File: config.mk
export PLATFORM = sky130hd
export DESIGN_NAME = barrel_shift_pipe
export DESIGN_NICKNAME = d
export VERILOG_FILES = /design/src/rtl/barrel_shift_pipe.sv
export SDC_FILE = /design/constraint.sdc
export NUM_CORES = 1
export LEC_CHECK = 0
export CAP_MARGIN = 25
export CORE_UTILIZATION = 40
export DETAILED_ROUTE_END_ITERATION = 6
export GPL_ROUTABILITY_DRIVEN = 0
export PLACE_DENSITY = 0.68
export SYNTH_ARGS = -nofsm -noshare
export SYNTH_HDL_FRONTEND = slang
export SYNTH_SLANG_ARGS = --single-unit
File: constraint.sdc
create_clock -name clock -period 2.1 [get_ports clock]
set_input_delay 0.63 -clock clock [delete_from_list [all_inputs] [get_ports clock]]
set_output_delay 0.63 -clock clock [all_outputs]
set_load 0.02 [all_outputs]
File: src/rtl/barrel_shift_pipe.sv
// Pipelined barrel shifter (LSL/LSR/ASR/ROL) with carry-out and zero flag.
// Each stage resolves one distance bit; the WIDTH-sized step is folded into stage 0.
module barrel_shift_pipe #(
    parameter int WIDTH  = 8,
    parameter int DIST_W = 3
) (
    input  logic              clock,
    input  logic              reset,
    input  logic              in_valid,
    output logic              in_ready,
    input  logic [WIDTH-1:0]  in,
    input  logic [DIST_W:0]   distance,
    input  logic [1:0]        mode,
    output logic              out_valid,
    input  logic              out_ready,
    output logic [WIDTH-1:0]  out,
    output logic              carry,
    output logic              zero
);

    // One shift step of s bits on {carry, data}. The carry is the last bit that
    // left the word, so chaining steps yields the carry of the total shift.
    function automatic logic [WIDTH:0] step(input logic [WIDTH:0] cd, input logic [1:0] m,
                                            input int s, input logic en);
        logic [WIDTH-1:0] d, r;
        logic             c;
        d = cd[WIDTH-1:0];
        r = d;
        c = cd[WIDTH];
        if (en) begin
            case (m)
                2'b00: begin
                    r = d << s;
                    c = |(d & (WIDTH'(1) << (WIDTH - s)));
                end
                2'b01: begin
                    r = d >> s;
                    c = |(d & (WIDTH'(1) << (s - 1)));
                end
                2'b10: begin
                    r = $signed(d) >>> s;
                    c = |(d & (WIDTH'(1) << (s - 1)));
                end
                default: begin
                    // Rotation by WIDTH is the identity (distance mod WIDTH).
                    if (s < WIDTH) begin
                        r = (d << s) | (d >> (WIDTH - s));
                        c = r[0];
                    end
                end
            endcase
        end
        return {c, r};
    endfunction

    logic                            advance;
    logic [DIST_W-1:0]               vld_q;
    logic [DIST_W-1:0][WIDTH:0]      cd_q;
    logic [DIST_W-1:0][WIDTH:0]      cd_d;
    logic [DIST_W-1:0][1:0]          mode_q;
    logic [DIST_W-1:0][DIST_W:0]     dist_q;
    logic                            zero_q;
    logic                            unused_ok;

    assign advance  = !vld_q[DIST_W-1] || out_ready;
    assign in_ready = advance;

    always_comb begin
        cd_d    = '0;
        cd_d[0] = step(step({1'b0, in}, mode, WIDTH, distance[DIST_W]), mode, 1, distance[0]);
        for (int i = 1; i < DIST_W; i++)
            cd_d[i] = step(cd_q[i-1], mode_q[i-1], 1 << i, dist_q[i-1][i]);
    end

    // The whole pipe moves in lockstep; bubbles travel with their slot.
    always_ff @(posedge clock or posedge reset) begin
        if (reset) begin
            vld_q  <= '0;
            cd_q   <= '0;
            mode_q <= '0;
            dist_q <= '0;
            zero_q <= 1'b0;
        end else if (advance) begin
            vld_q  <= {vld_q[DIST_W-2:0], in_valid};
            cd_q   <= cd_d;
            mode_q <= {mode_q[DIST_W-2:0], mode};
            dist_q <= {dist_q[DIST_W-2:0], distance};
            zero_q <= (cd_d[DIST_W-1][WIDTH-1:0] == '0);
        end
    end

    assign out_valid = vld_q[DIST_W-1];
    assign out       = cd_q[DIST_W-1][WIDTH-1:0];
    assign carry     = cd_q[DIST_W-1][WIDTH];
    assign zero      = zero_q;

    // Residual control bits already consumed by earlier stages.
    assign unused_ok = ^{mode_q[DIST_W-1], dist_q};

endmodule

==> insert_results.sql <==
INSERT INTO impl_metrics (metric_group, metric, value, unit) VALUES
('pwr', 'clock_power_share', '15.1', '%'),
('clock_network', 'cts-root-to-sink-buffers', '2', ''),
('pwr', 'power-per-cell-area', '1050', 'nW/um^2'),
('timing', 'setup-violations-final', '0', ''),
('job', 'maxCapViolCount', '0', ''),
('synth', 'synth_fp_nets', '311', ''),
('critical_path', 'timing.setup.critical_path_class', 'input port to flip-flop', ''),
('pwr', 'power.combinational.fraction', '43.2', '%'),
('pwr', 'power.ir.vdd_worst', '0.0006594', 'V'),
('grt', 'grt_usage', '16.39', '%'),
('floorplan', 'overall_die_area', '6596', 'sq um'),
('routing', 'drc', '0', ''),
('clock_network', 'clk_pin_slew_worst_paths', '0.07', 'ns'),
('synth', 'syn_area_per_cell', '8.932', 'sq um'),
('clock_network', 'cts_tree', 'yes', ''),
('synth', 'synth.ff_latch_count', '38', ''),
('critical_path', 'max_stage_delay', '0.51', 'ns'),
('pwr', 'power.share.sequential', '41.7', '%'),
('layout', 'layout.cells.most_common_list', 'sky130_fd_sc_hd__dfrtp_1 (38), sky130_fd_sc_hd__nand2_1 (36), sky130_fd_sc_hd__o21ai_0 (29)', ''),
('routing', 'route.final.wire_length', '4.868', 'mm'),
('timing', 'worst_hold_margin', '0.4668', 'ns'),
('critical_path', 'required', '2.28', 'ns'),
('routing', 'number_of_optimization_iterations_in_the_first_detailed_route_pass', '4', ''),
('grt', 'overflow', '0', ''),
('layout', 'mostFrequentLayoutCell', 'sky130_fd_sc_hd__dfrtp_1', ''),
('routing', 'drt-initial-drc-count', '133', ''),
('layout', 'sequential_cell_area', '950.9', 'sq um'),
('timing', 'rsz0062_at_grt', 'no', ''),
('floorplan', 'design.core.area', '5991', 'sq um'),
('layout', 'area_used_by_multi_input_combinational_logic', '1329', 'sq um'),
('timing', 'finClkSkew', '0.004414', 'ns'),
('timing', 'fmaxAchievable', '491.2', 'MHz'),
('clock_network', 'cts_setup_buffers', '0', ''),
('timing', 'number_of_hold_violations_in_the_final_report', '0', ''),
('critical_path', 'timing.critical_path.fanout_max', '7', ''),
('timing', 'period_share', '96.94', '%'),
('layout', 'layout-area-overhead-vs-synth', '17.60', '%'),
('floorplan', 'num_rows', '28', ''),
('critical_path', 'cp.arrival', '2.22', 'ns'),
('grt', 'first_global_vias', '1805', ''),
('pwr', 'power.share.switching', '38.71', '%'),
('clock_network', 'root_driver', 'sky130_fd_sc_hd__clkbuf_8', ''),
('layout', 'fin_nets', '337', ''),
('pwr', 'power', '3.098', 'mW'),
('hold_path', 'hold_path_class', 'flip-flop to flip-flop', ''),
('synth', 'syn_area', '2510', 'sq um'),
('grt', 'grt_pass1_wl', '8.300', 'mm'),
('synth', 'number_of_warnings_issued_by_yosys', '0', ''),
('routing', 'num_vias', '2061', ''),
('grt', 'maximum_number_of_pins_on_one_net_before_global_route_repair', '57', ''),
('timing', 'period_minus_slack', '2.036', 'ns'),
('floorplan', 'initial_utilization', '41.90', '%'),
('clock_network', 'cts_made_buffers', '5', ''),
('status', 'result_of_the_run', 'finished clean', ''),
('routing', 'via_per_inst', '5.395', ''),
('pwr', 'p_leak', '1.313', 'nW'),
('layout', 'layout.filler_cells', '573', ''),
('timing', 'timing.final.ws_setup', '0.06427', 'ns'),
('grt', 'antenna_found_initial', '0', ''),
('timing', 'tightestPinTransition', '0.5015', 'ns'),
('critical_path', 'cp_slowest_cell', 'sky130_fd_sc_hd__clkdlybuf4s50_1', ''),
('layout', 'insertedDiodeCount', '0', ''),
('place', 'placement.setup.worst_slack', '-0.3733', 'ns'),
('floorplan', 'io_pins', '30', ''),
('timing', 'max_slew_headroom', '66.57', '%'),
('pwr', 'internal_power_summed_over_all_cells', '1.899', 'mW'),
('synth', 'postSynthCellCount', '281', ''),
('layout', 'post_route_cells_drive_above_1_share', '13.36', '%'),
('floorplan', 'dieWidth', '81.22', 'microns'),
('routing', 'wl_per_cell', '12.74', 'microns'),
('critical_path', 'critPathCaptureType', 'flip-flop', '');
## flip-flops by register name, summed over array words and instances, names as in the netlist
name / count
cd_q: 18
out: 8
mode_q: 4
dist_q: 3
vld_q: 3
carry: 1
zero: 1
## cell usage after synthesis, drive strengths merged
master	n	area (sq um)
a211oi	12	90.09
a21o	7	52.55
a21oi	5	25.02
a221o	1	10.01
a221oi	6	52.55
a22o	5	43.79
a22oi	11	82.58
a311oi	1	8.760
a31oi	5	31.28
a32oi	3	26.28
and4b	3	31.28
buf	19	128.9
clkbuf	12	56.30
dfrtp	38	950.9
ha	12	150.1
inv	15	56.30
mux2	6	82.58
nand2	36	135.1
nand2b	3	18.77
nand3	2	10.01
nor2	17	63.81
nor2b	12	75.07
o2111ai	5	43.79
o211a	1	10.01
o211ai	5	37.54
o21a	3	22.52
o21ai	29	145.1
o21ba	1	10.01
o221a	1	11.26
o221ai	1	8.760
o31ai	1	12.51
o41ai	1	8.760
or2	1	6.260
or3	1	11.26
## worst paths after layout
path	startpoint	endpoint	slack [ns]	depth (start not counted)
hold reg to reg	dist_q[2]	dist_q[2]	0.47	2
setup reg to reg	mode_q[2]	zero	0.32	6
max in group asynchronous	reset	mode_q[0]	1.03	3
setup / recovery	mode[1]	cd_q[5]	0.06	8
hold / removal	dist_q[2]	dist_q[2]	0.47	2
min in group asynchronous	reset	cd_q[4]	0.75	3
## layer usage
layer / vias to the layer above / GRT usage (%) / part of all wire, %
met2: 45 / 27.39 / 50
met4: 0 / 9.464 / 1.6
met1: 947 / 19.49 / 45
met3: 7 / 3.258 / 3.1
met5: - / 0 / 0
li1: 1062 / - / -
## metrics by stage
step           utilization (%)  TNS, ns  cell area (sq um)
2_1_floorplan                -        0               2510
3_3_place_gp             47.97   -2.339               2874
3_5_place_dp             47.97   -2.618               2874
4_1_cts                  49.16        0               2945
5_1_grt                  49.27        0               2952
6_report                 49.27        0               2952
## timing repair
item	in CTS	in global routing
hold buffers	0	0
resized for setup	4	3
setup endpoints to repair	1	6
## power groups by stage
stage / logic, mW / registers, mW / clock network, mW
floorplan: 1.08 / 1.23 / 0
global placement: 1.33 / 1.29 / 0
detailed placement: 1.35 / 1.31 / 0
CTS: 1.35 / 1.29 / 0.491
global route: 1.51 / 1.34 / 0.523
finish: 1.34 / 1.29 / 0.469
## worst max-delay path: cells and delay by family
kind	cells	cell delay (ns)
buffers and inverters	3	0.73
adders and majority gates	1	0.16
and+or+nand+nor	1	0.12
AOI/OAI and AO/OA	3	0.58
## logic make-up (layout without fill, tap and decap cells)
| group | after synthesis | count (layout) | synth area share (%) |
|---|---|---|---|
| buffers and inverters | 46 | 72 | 9.621 |
| DFF | 38 | 38 | 37.89 |
| and+or+nand+nor | 75 | 75 | 14.01 |
| adders and majority gates | 12 | 12 | 5.982 |
| muxes | 6 | 6 | 3.290 |
| AOI/OAI and AO/OA | 104 | 104 | 29.21 |
## layout make-up
type,count,area share [%]
multi-input combinational,197,45.02
sequential,38,32.22
timing repair buffer,50,15.09
tap,75,3.179
clock buffer,7,2.586
inverter,15,1.908
(Power assumes the default switching activity.)
